### src/rtl/fc_ctrl_pkg.sv
// Shared types and default loop bounds for the
// fully-connected layer loop sequencer.
package fc_ctrl_pkg;

  typedef enum logic [1:0] {
    IDLE = 2'd0,
    RUN  = 2'd1,
    WB   = 2'd2,
    DONE = 2'd3
  } fc_state_e;

  localparam int N_IN_DEF  = 110;
  localparam int N_OUT_DEF = 16;

endpackage

### src/rtl/fc_modn_cnt.sv
// Modulo-N index counter: wraps to zero by explicit
// compare against N-1, never by 2^W overflow.
module fc_modn_cnt #(
  parameter int N = 2,
  parameter int W = 1
) (
  input  logic         clk,
  input  logic         rst_n,
  input  logic         inc,
  input  logic         clr,
  output logic [W-1:0] cnt,
  output logic         wrap
);

  localparam logic [W-1:0] LAST = W'(N - 1);

  assign wrap = (cnt == LAST);

  always_ff @(posedge clk or negedge rst_n) begin
    if (!rst_n) begin
      cnt <= '0;
    end else if (clr) begin
      cnt <= '0;
    end else if (inc) begin
      cnt <= wrap ? '0 : cnt + 1'b1;
    end
  end

endmodule

### src/rtl/fc_loop_ctrl.sv
// Loop sequencer for one fully-connected layer pass:
// N_OUT neurons x N_IN input beats, one writeback each.
module fc_loop_ctrl
  import fc_ctrl_pkg::*;
#(
  parameter int N_IN  = N_IN_DEF,
  parameter int N_OUT = N_OUT_DEF,
  localparam int IN_W  = $clog2(N_IN),
  localparam int OUT_W = $clog2(N_OUT)
) (
  input  logic             clk,
  input  logic             rst_n,
  input  logic             start,
  input  logic             abort,
  input  logic             in_valid,
  output logic             in_ready,
  output logic             mac_en,
  output logic             acc_clr,
  output logic [IN_W-1:0]  in_idx,
  output logic [OUT_W-1:0] out_idx,
  output logic             wb_valid,
  input  logic             wb_ready,
  output logic             busy,
  output logic             done
);

  fc_state_e state;
  fc_state_e state_n;

  logic in_wrap;
  logic out_wrap;
  logic out_inc;
  logic idx_clr;

  always_ff @(posedge clk or negedge rst_n) begin
    if (!rst_n) begin
      state <= IDLE;
    end else begin
      state <= state_n;
    end
  end

  always_comb begin
    state_n  = state;
    in_ready = 1'b0;
    wb_valid = 1'b0;
    done     = 1'b0;
    unique case (state)
      IDLE: begin
        if (start) state_n = RUN;
      end
      RUN: begin
        in_ready = 1'b1;
        if (in_valid && in_wrap) state_n = WB;
      end
      WB: begin
        wb_valid = 1'b1;
        if (wb_ready) state_n = out_wrap ? DONE : RUN;
      end
      DONE: begin
        done    = 1'b1;
        state_n = IDLE;
      end
    endcase
    // abort outranks everything, including a pending done
    if (abort) begin
      state_n = IDLE;
      done    = 1'b0;
    end
  end

  assign mac_en  = in_ready & in_valid & ~abort;
  assign acc_clr = mac_en & (in_idx == '0);
  assign out_inc = wb_valid & wb_ready & ~abort;
  assign idx_clr = abort | ((state == IDLE) & start);
  assign busy    = (state != IDLE);

  fc_modn_cnt #(
    .N (N_IN),
    .W (IN_W)
  ) u_in_cnt (
    .clk   (clk),
    .rst_n (rst_n),
    .inc   (mac_en),
    .clr   (idx_clr),
    .cnt   (in_idx),
    .wrap  (in_wrap)
  );

  fc_modn_cnt #(
    .N (N_OUT),
    .W (OUT_W)
  ) u_out_cnt (
    .clk   (clk),
    .rst_n (rst_n),
    .inc   (out_inc),
    .clr   (idx_clr),
    .cnt   (out_idx),
    .wrap  (out_wrap)
  );

endmodule
### config.mk
export PLATFORM = sky130hd
export DESIGN_NAME = fc_loop_ctrl
export DESIGN_NICKNAME = d
export VERILOG_FILES = /design/src/rtl/fc_ctrl_pkg.sv /design/src/rtl/fc_modn_cnt.sv /design/src/rtl/fc_loop_ctrl.sv
export SDC_FILE = /design/constraint.sdc
export NUM_CORES = 1
export LEC_CHECK = 0
export BUFFER_PORTS_ARGS = -buffer_cell sky130_fd_sc_hd__buf_2
export CAP_MARGIN = 20
export CORE_UTILIZATION = 40
export DETAILED_ROUTE_END_ITERATION = 6
export PLACE_DENSITY = 0.62
export SYNTH_ARGS = -nofsm -noshare
export SYNTH_HDL_FRONTEND = slang
export SYNTH_SLANG_ARGS = --single-unit
### constraint.sdc
create_clock -name clk -period 2.3 [get_ports clk]
set_clock_uncertainty 0.1 [all_clocks]
set_input_delay 0 -clock clk [delete_from_list [all_inputs] [get_ports clk]]
set_output_delay 0 -clock clk [all_outputs]
set_load 0.005 [all_outputs]
==> flow_summary.toml <==
[run_status]
status = "finished, final reports clean"

[power]
peakVddDrop_mv = 0.255
power_density_nw_per_um2 = 412
leakagePower_nw = 0.497

[detailed_routing]
first_pass_iters = 4
finalWirelength_um = 1940
drt_iter0_drc = 19
top_layer_used = "met4"
routedLengthMet1_um = 903
vias = 799
met2_length_um = 923
drc_errors = 0
viasPerCell = 5.44
wl_per_cell_um = 13.2
route.met3.wl_um = 99
postRouteAntennaNets = 0

[cells_and_area]
fin_cells = 147
fill_cells = 201
seq_area_sq_um = 325
fin_util = 0.525
multi_input_area_sq_um = 483
drive_gt1_frac = 0.250
antenna_cells = 0
areaGrowthSynthToFinish_pct = 22.7
nets = 131

[synthesis]
synth.cell_area_sq_um = 840
synth-adder-area-share = 0.0596
synth-compound-area-share = 0.179
synth_xor_area_frac = 0.0104
synthCells = 93
async_reset_ff_frac = 1.00
muxShareOfSynthArea = 0.0238
seq_area_frac_synth = 0.387
synth-simple-area-share = 0.303
synthFlopType = "dfrtp_1"
yosysWarnings = 0
synthTopCellsByArea = "dfrtp_1 39%, ha_1 6.0%, nand2_1 5.4%"
synth-seq-cells = 13
synth_top_area_share = 0.387
ys_types = 37
synth.most_common_cell = "dfrtp_1"
ys_top_cells_by_count = "13 x dfrtp_1, 12 x nand2_1, 8 x a21oi_1"
syn_nets = 103
syn_avg_cell_area_sq_um = 9.03
synth_top_area_cell = "dfrtp_1"
synth_edf_count = 0
synth_top_family_by_area = "simple AND/OR/NAND/NOR gates"

[setup_path]
slowest_delay_ns = 0.56
crit_chain = "inv_1, ha_1, nand4_4, or3_1, a21oi_1, dlygate4sd3_1"
crit_type = "reg -> reg"
ff2ff_setup_slack_ns = 0.17
critPathArrivalTime_ns = 2.23
crit_slowest_cell = "dlygate4sd3_1"
endpoint_kind = "register"
path_buf_inv = 2
cpLargestDelayFamily = "buffers and inverters"
cp.required_ns = 2.41
cp-start-kind = "register"
path_max_fanout = 9

[sta]
final.setup.tns_ns = 0
timing.fmax_mhz = 470
holdWs_ns = 0.0169
tightest_slew_ns = 0.549
min_period_over_period = 0.926
finalCriticalPeriod_ns = 2.13
relSlewSlack = 0.632
setup_viol = 0
grt_setup_unrepaired = "no"
drv_slew = 0
final_hold_viol_count = 0

[global_route]
grt_pass1_wl_um = 2880
grt_pass1_vias = 659
overflow = 0
grt_max_degree = 14
grtUsageTotal = 0.185
antenna_found_initial = 0

[clocking]
worst_skew_pair.late_latency_ns = 0.27
htree_levels = 1
postCtsSetupBuffers = 0
tritoncts = "done"
clk_pin_slew_ns = 0.08
numCtsBuffers = 3
clockRootBuffer = "clkbuf_4"
clock-sinks = 13
cts_buffer_depth = 2

[min_path]
hold_class = "in -> reg"

[placement]
io_buffers = 22
place_inst = 139
place_congestion = 0.759
dp_hpwl_um = 1410

[floorplan]
core_area_sq_um = 1960
rows = 16
start_util = 0.428
dieArea_sq_um = 2290
io_pins = 23
die_w_um = 47.8
die_h_um = 47.8

[flow_run]
maxCapViolCount = 0
-- cell usage in the layout (no fill, tap or decap) --
cell type,Yosys,final
nor3b_1,1,1
nand2_1,12,12
nand3_1,7,7
mux2i_1,2,2
o211ai_1,1,1
nand3b_1,2,2
a31oi_1,5,5
nand4_1,2,2
o21bai_1,1,1
and2_4,1,1
a221oi_1,1,1
nand2b_1,1,1
o21ba_2,1,1
dlygate4sd3_1,0,4
and3b_2,1,1
nor4_1,1,1
nor2b_1,2,2
nor3_1,2,2
a21oi_1,8,8
nor3_2,1,1
a41oi_1,1,1
a21o_1,1,1
and2b_1,1,1
o21ai_0,3,3
o22ai_1,1,1
a21boi_0,1,1
inv_1,3,3
clkbuf_1,1,1
dfrtp_1,13,13
xor2_1,1,1
and4b_1,1,1
and4_1,1,1
ha_1,4,4
nor2_1,4,4
clkbuf_4,0,3
nand4_4,1,1
buf_2,1,22
or3_1,2,2
-- tightest hold or removal path, delay by kind of cell --
kind,cells,cell delay [ns]
AO/OA/AOI/OAI,2,0.24
buffers and inverters,1,0.11
-- worst paths after layout --
check / from / to / cells after the start
min in group asynchronous: rst_n / u_out_cnt.cnt[0] / 2
hold / removal: start / u_out_cnt.cnt[3] / 3
max in group asynchronous: rst_n / u_in_cnt.cnt[0] / 2
hold reg to reg: u_in_cnt.cnt[5] / u_in_cnt.cnt[5] / 1
setup / recovery: u_in_cnt.cnt[1] / state[1] / 6
setup reg to reg: u_in_cnt.cnt[1] / state[1] / 6
-- where the power goes --
part           switching [mW]  internal, mW  total, mW
clock network          0.0718        0.0671      0.139
logic                  0.0276        0.0216     0.0492
registers             0.00528         0.231      0.236
total                   0.105         0.320      0.424
-- through the flow --
step                cell area [sq um]  power, mW  setup WS [ns]
finish                           1030      0.424          0.171
CTS                              1030      0.429          0.178
global route                     1030      0.448         0.0438
floorplan                         840      0.268          0.854
global placement                  963      0.286          0.770
detailed placement                963      0.286          0.738
-- layer usage --
layer | vias to the layer above | track usage
li1 | 398 | -
met1 | 373 | 0.245
met2 | 26 | 0.292
met3 | 2 | 0.0340
met4 | 0 | 0.0833
met5 | - | 0
-- timing repair --
item                                   4_1_cts  5_1_grt
hold buffers                                 4        0
gates resized for setup                      0        0
endpoints found under the hold margin       15        0
-- flip-flops by register name (all words and copies together), names as in the netlist --
| register | count |
|---|---|
| state | 2 |
| u_out_cnt.cnt | 4 |
| u_in_cnt.cnt | 7 |
-- logic make-up (layout without fill, tap and decap cells) --
kind of cell             Yosys count  in the layout
AO/OA/AOI/OAI                     24             24
XOR/XNOR                           1              1
buffers and inverters              6             33
AND/OR/NAND/NOR                   43             43
flip-flops                        13             13
multiplexers                       2              2
adder cells (fa/ha/maj)            4              4
-- area by class of cell --
type,count,area share
clock buffers,4,0.0255
well taps,27,0.0328
multi-input cells,74,0.469
flip-flops and latches,13,0.316
repair buffers,26,0.146
inverters,3,0.0109
(Power assumes the default switching activity.)
